$ cat config.mk
export PLATFORM = sky130hd
export DESIGN_NAME = lfsr_counter_gen
export DESIGN_NICKNAME = d
export VERILOG_FILES = /design/src/rtl/lfsr_counter_gen.sv
export SDC_FILE = /design/constraint.sdc
export NUM_CORES = 1
export LEC_CHECK = 0
export ABC_AREA = 1
export ABC_CLOCK_PERIOD_IN_PS = 1200
export CORE_MARGIN = 10
export CORE_UTILIZATION = 42
export DETAILED_ROUTE_END_ITERATION = 8
export GPL_TIMING_DRIVEN = 0
export PLACE_DENSITY = 0.79
export RECOVER_POWER = 100
export SYNTH_ARGS = -nofsm -noshare
export SYNTH_HDL_FRONTEND = slang
export SYNTH_SLANG_ARGS = --single-unit
$ cat constraint.sdc
create_clock -name clk -period 1.2 [get_ports clk]
set_input_delay 0.24 -clock clk [delete_from_list [all_inputs] [get_ports clk]]
set_output_delay 0.24 -clock clk [all_outputs]
set_load 0.005 [all_outputs]
$ cat src/rtl/lfsr_counter_gen.sv
// Fibonacci LFSR counter with programmable taps, seed load, lock-up guard,
// match detect and period measurement. Define LFSR_REVERSE_EN to add the dir port.
module lfsr_counter_gen #(
    parameter int                 WIDTH     = 4,
    parameter logic [WIDTH-1:0]   TAPS      = {1'b1, {WIDTH-2{1'b0}}, 1'b1},
    parameter logic [WIDTH-1:0]   RESET_VAL = WIDTH'(1)
) (
    input  logic             clk,
    input  logic             rst,
    input  logic             cen,
    input  logic             load_n,
    input  logic [WIDTH-1:0] data,
    input  logic [WIDTH-1:0] match_val,
`ifdef LFSR_REVERSE_EN
    input  logic             dir,
`endif
    output logic [WIDTH-1:0] count,
    output logic [WIDTH-1:0] steps,
    output logic [WIDTH-1:0] period,
    output logic             wrap,
    output logic             match,
    output logic             load_err
);

    logic [WIDTH-1:0] seed_r;
    logic [WIDTH-1:0] count_nxt;
    logic [WIDTH-1:0] seed_nxt;
    logic [WIDTH-1:0] steps_nxt;
    logic [WIDTH-1:0] period_nxt;
    logic             wrap_nxt;
    logic             err_nxt;
    logic [WIDTH-1:0] stepped;

    function automatic logic [WIDTH-1:0] step_fwd(input logic [WIDTH-1:0] c);
        return {^(c & TAPS), c[WIDTH-1:1]};
    endfunction

    // Exact inverse of step_fwd: recover the bit that was shifted out (TAPS[0] is 1).
    function automatic logic [WIDTH-1:0] step_rev(input logic [WIDTH-1:0] c);
        return {c[WIDTH-2:0], c[WIDTH-1] ^ (^(c[WIDTH-2:0] & TAPS[WIDTH-1:1]))};
    endfunction

`ifdef LFSR_REVERSE_EN
    assign stepped = dir ? step_rev(count) : step_fwd(count);
`else
    assign stepped = step_fwd(count);
`endif

    always_comb begin
        count_nxt  = count;
        seed_nxt   = seed_r;
        steps_nxt  = steps;
        period_nxt = period;
        wrap_nxt   = 1'b0;
        err_nxt    = 1'b0;
        if (!load_n) begin
            steps_nxt = '0;
            if (data != '0) begin
                count_nxt = data;
                seed_nxt  = data;
            end else begin
                count_nxt = RESET_VAL;
                seed_nxt  = RESET_VAL;
                err_nxt   = 1'b1;
            end
        end else if (count == '0) begin
            // Safeguard only: zero is unreachable, but never stay locked up.
            count_nxt = RESET_VAL;
            seed_nxt  = RESET_VAL;
            steps_nxt = '0;
            err_nxt   = 1'b1;
        end else if (cen) begin
            count_nxt = stepped;
            if (stepped == seed_r) begin
                wrap_nxt   = 1'b1;
                period_nxt = steps + WIDTH'(1);
                steps_nxt  = '0;
            end else begin
                steps_nxt = steps + WIDTH'(1);
            end
        end
    end

    always_ff @(posedge clk or posedge rst) begin
        if (rst) begin
            count    <= RESET_VAL;
            seed_r   <= RESET_VAL;
            steps    <= '0;
            period   <= '0;
            wrap     <= 1'b0;
            load_err <= 1'b0;
        end else begin
            count    <= count_nxt;
            seed_r   <= seed_nxt;
            steps    <= steps_nxt;
            period   <= period_nxt;
            wrap     <= wrap_nxt;
            load_err <= err_nxt;
        end
    end

    // match follows match_val, so it cannot be an async-reset constant; while
    // rst is held it is recomputed against RESET_VAL on each clock edge.
    always_ff @(posedge clk) begin
        match <= ((rst ? RESET_VAL : count_nxt) == match_val);
    end

endmodule

==> metrics.csv <==
metric,value,unit
holdCritPathClass,in -> async,
reg_clk_slew_reported_paths,0.11,ns
hold_violations,0,
tritoncts,yes,
max_clock_freq,0.698,GHz
mappedNetlistNets,141,
ir_drop,0.890,mV
layout.cells.non_filler,201,
clock-sinks,19,
post_route_cells_drive_above_1_share,30.6,%
wirelength,2.63,mm
slew_at_the_pin_with_the_worst_max_slew_slack,0.361,ns
post_synth_instance_area,1020,um2
fp.coreArea,2250,um2
timing.max_cap.violations,0,
synth_cell_types,27,
place_congestion,0.738,
post-layout-total-power,1640,uW
failed_checks,negative setup slack,
post-synth-top-area-cell,dfrtp_1,
critPathMaxFanout,8,
placement.cell_area,1320,um2
seq_cells_post_synth,19,
critical_path_endpoint_category,flop,
final_count_of_pins_violating_max_slew,0,
netlist.area_leader.share,39.3,%
finalClockSkew,0.00750,ns
place_hpwl,1.82,mm
wire_length_of_the_first_global_routing_pass,4.24,mm
ant_nets,0,
setup-tns-final,-2.21,ns
grt_setup_unrepaired,yes,
drcViolationCount,0,
post-route-period-util,119,%
compound_gate_portion_of_the_synthesized_area,6.75,%
yosys_most_used_dff,dfrtp_1,
initial_utilization,45.2,%
slew-limit-headroom,75.8,%
postLayoutSetupSlackWorst,-0.232,ns
port_buffers,26,
layout.cell_area.non_filler,1580,um2
synth-simple-area-share,34.1,%
routed_via_density,4.88,
synth_top_family_by_area,simple AND/OR/NAND/NOR gates,
largest_cells_by_area_after_synthesis,"dfrtp_1 (39%), nand2_1 (16%), nand3_1 (5.9%)",
yosys.area_share.xor_xnor,5.03,%
die_w,69.3,um
result_of_the_run,finished with violations,
antenna_violations_before_repair,0,
worst-endpoint-required,1.41,ns
wl_per_cell,13.1,um
clock_tree.buffer_depth,2,
detail_route.first_pass.iterations,4,
drt_iter0_drc,35,
post_synth_mux_area_share,0,%
num_antenna_cells,0,
row_count,17,
track_usage,10.2,%
cts-buffers-inserted,3,
ctsHtreeMaxLevel,1,
synth-async-reset-ratio,94.7,%
worst_skew_pair.late_latency,0.32,ns
nFillCells,187,
area_delta_synth_final,55.0,%
synth-adder-area-share,1.23,%
grt_start_max_net_pins,27,
syn_inst,128,
synth_top_cells_by_count,"nand2_1 (43), dfrtp_1 (16), inv_1 (13)",
syn-mean-instance-area,7.97,um2
finalSetupViolCount,15,
leakagePower,0.000787,uW
yosys.cell_count.top_type,nand2_1,
num_io_pins,27,
count_of_flip_flops_with_a_built_in_enable_after_synthesis,0,
cts-root-buf,clkbuf_4,
synth-seq-area-share,46.4,%
routed-via-count,981,
synth_warnings,0,
fp.dieArea,4800,um2
overflow_after_grt,0,
final_net_count,187,
grt_pass1_vias,1045,
worst-endpoint-arrival,1.64,ns
numPlacedInstances,182,
cell_count_of_the_worst_reg_to_reg_path,8,
dieHeight,69.3,um
finalWorstPathRequiredPeriod,1.43,ns
crit_path_start_kind,flop,
worst-setup-path-type,reg -> reg,
p_per_area,1040,nW/um2
-- registers in the layout, summed over array words and instances (netlist names) --
name / cells
count: 4
seed_r: 4
period: 4
wrap: 1
load_err: 1
match: 1
steps: 4
-- worst paths after layout --
check	startpoint	to	slack, ns
worst min-delay path	rst	count[2]	0.31
min in group clk	cen	steps[1]	0.39
worst min register to register	period[0]	period[0]	0.51
max in group asynchronous	rst	seed_r[0]	0.63
worst max-delay path	count[0]	period[2]	-0.23
worst max register to register	count[0]	period[2]	-0.23
-- metrics by stage --
| step | setup slack (ns) | hold slack, ns | util [%] |
|---|---|---|---|
| floorplan | -0.0908 | 0.0757 | - |
| global placement | -0.475 | 0.468 | 58.4 |
| detailed placement | -0.516 | 0.478 | 58.4 |
| CTS | -0.236 | 0.191 | 64.5 |
| global route | -0.323 | 0.312 | 70.1 |
| finish | -0.232 | 0.312 | 70.1 |
-- report_power, final --
group	internal [uW]	switching, uW	leakage, uW
Clock	125	216	0.0000177
Sequential	711	45.3	0.000236
Combinational	258	287	0.000534
Total	1090	548	0.000787
-- routing by layer --
metal,GRT usage (%),share of wire [%]
met1,9.06,38
met2,19.9,53
met3,3.42,7.3
met4,4.66,1.3
met5,0,0
-- worst max-delay path: stages (launching register included) --
cell and delay (ns):
dfstp_2 0.55, buf_6 0.12, nor2_4 0.05, nand2_4 0.07, nand2_4 0.07, nor2_4 0.13
nand4_4 0.17, nand2_1 0.10, o21ai_1 0.06
-- layout make-up --
| class | count | area, um2 | area share [%] |
|---|---|---|---|
| clock inverters | 1 | 5.00 | 0.317 |
| repair buffers | 41 | 375 | 23.8 |
| well taps | 28 | 35.0 | 2.22 |
| plain buffers | 1 | 5.00 | 0.317 |
| multi-input cells | 92 | 596 | 37.7 |
| inverters | 16 | 68.8 | 4.35 |
| clock buffers | 3 | 22.5 | 1.43 |
| flip-flops and latches | 19 | 473 | 29.9 |
-- repair_timing --
action,in CTS,in global routing
buffers inserted,13,3
hold buffers,0,0
cloned,0,0
setup endpoints to repair,25,21
hold endpoints to repair,0,0
resized for setup,37,36
pin swaps,9,15
-- layout by cell type, fill, tap and decap left out, drive strengths merged --
cell	count
inv	14
ha	1
dfrtp	16
xor2	2
buf	16
dlygate4sd3	1
nand2	47
or2	1
dlygate4sd2	3
nand3	12
and2	1
xnor2	3
dfxtp	1
clkdlybuf4s15	9
a21oi	1
nand4	3
dlymetal6s2s	1
clkbuf	6
dfstp	2
nand3b	2
o21ai	9
clkdlybuf4s50	9
a21boi	2
nor2	8
clkinv	3
-- cells by family (layout without fill, tap and decap cells) --
family                     after synthesis  count (layout)
and+or+nand+nor                         74              74
xor gates and xnor gates                 5               5
DFF                                     19              19
adders and majority gates                1               1
buffers and inverters                   17              62
AOI/OAI and AO/OA                       12              12
Power figures use the tool's default switching activity.
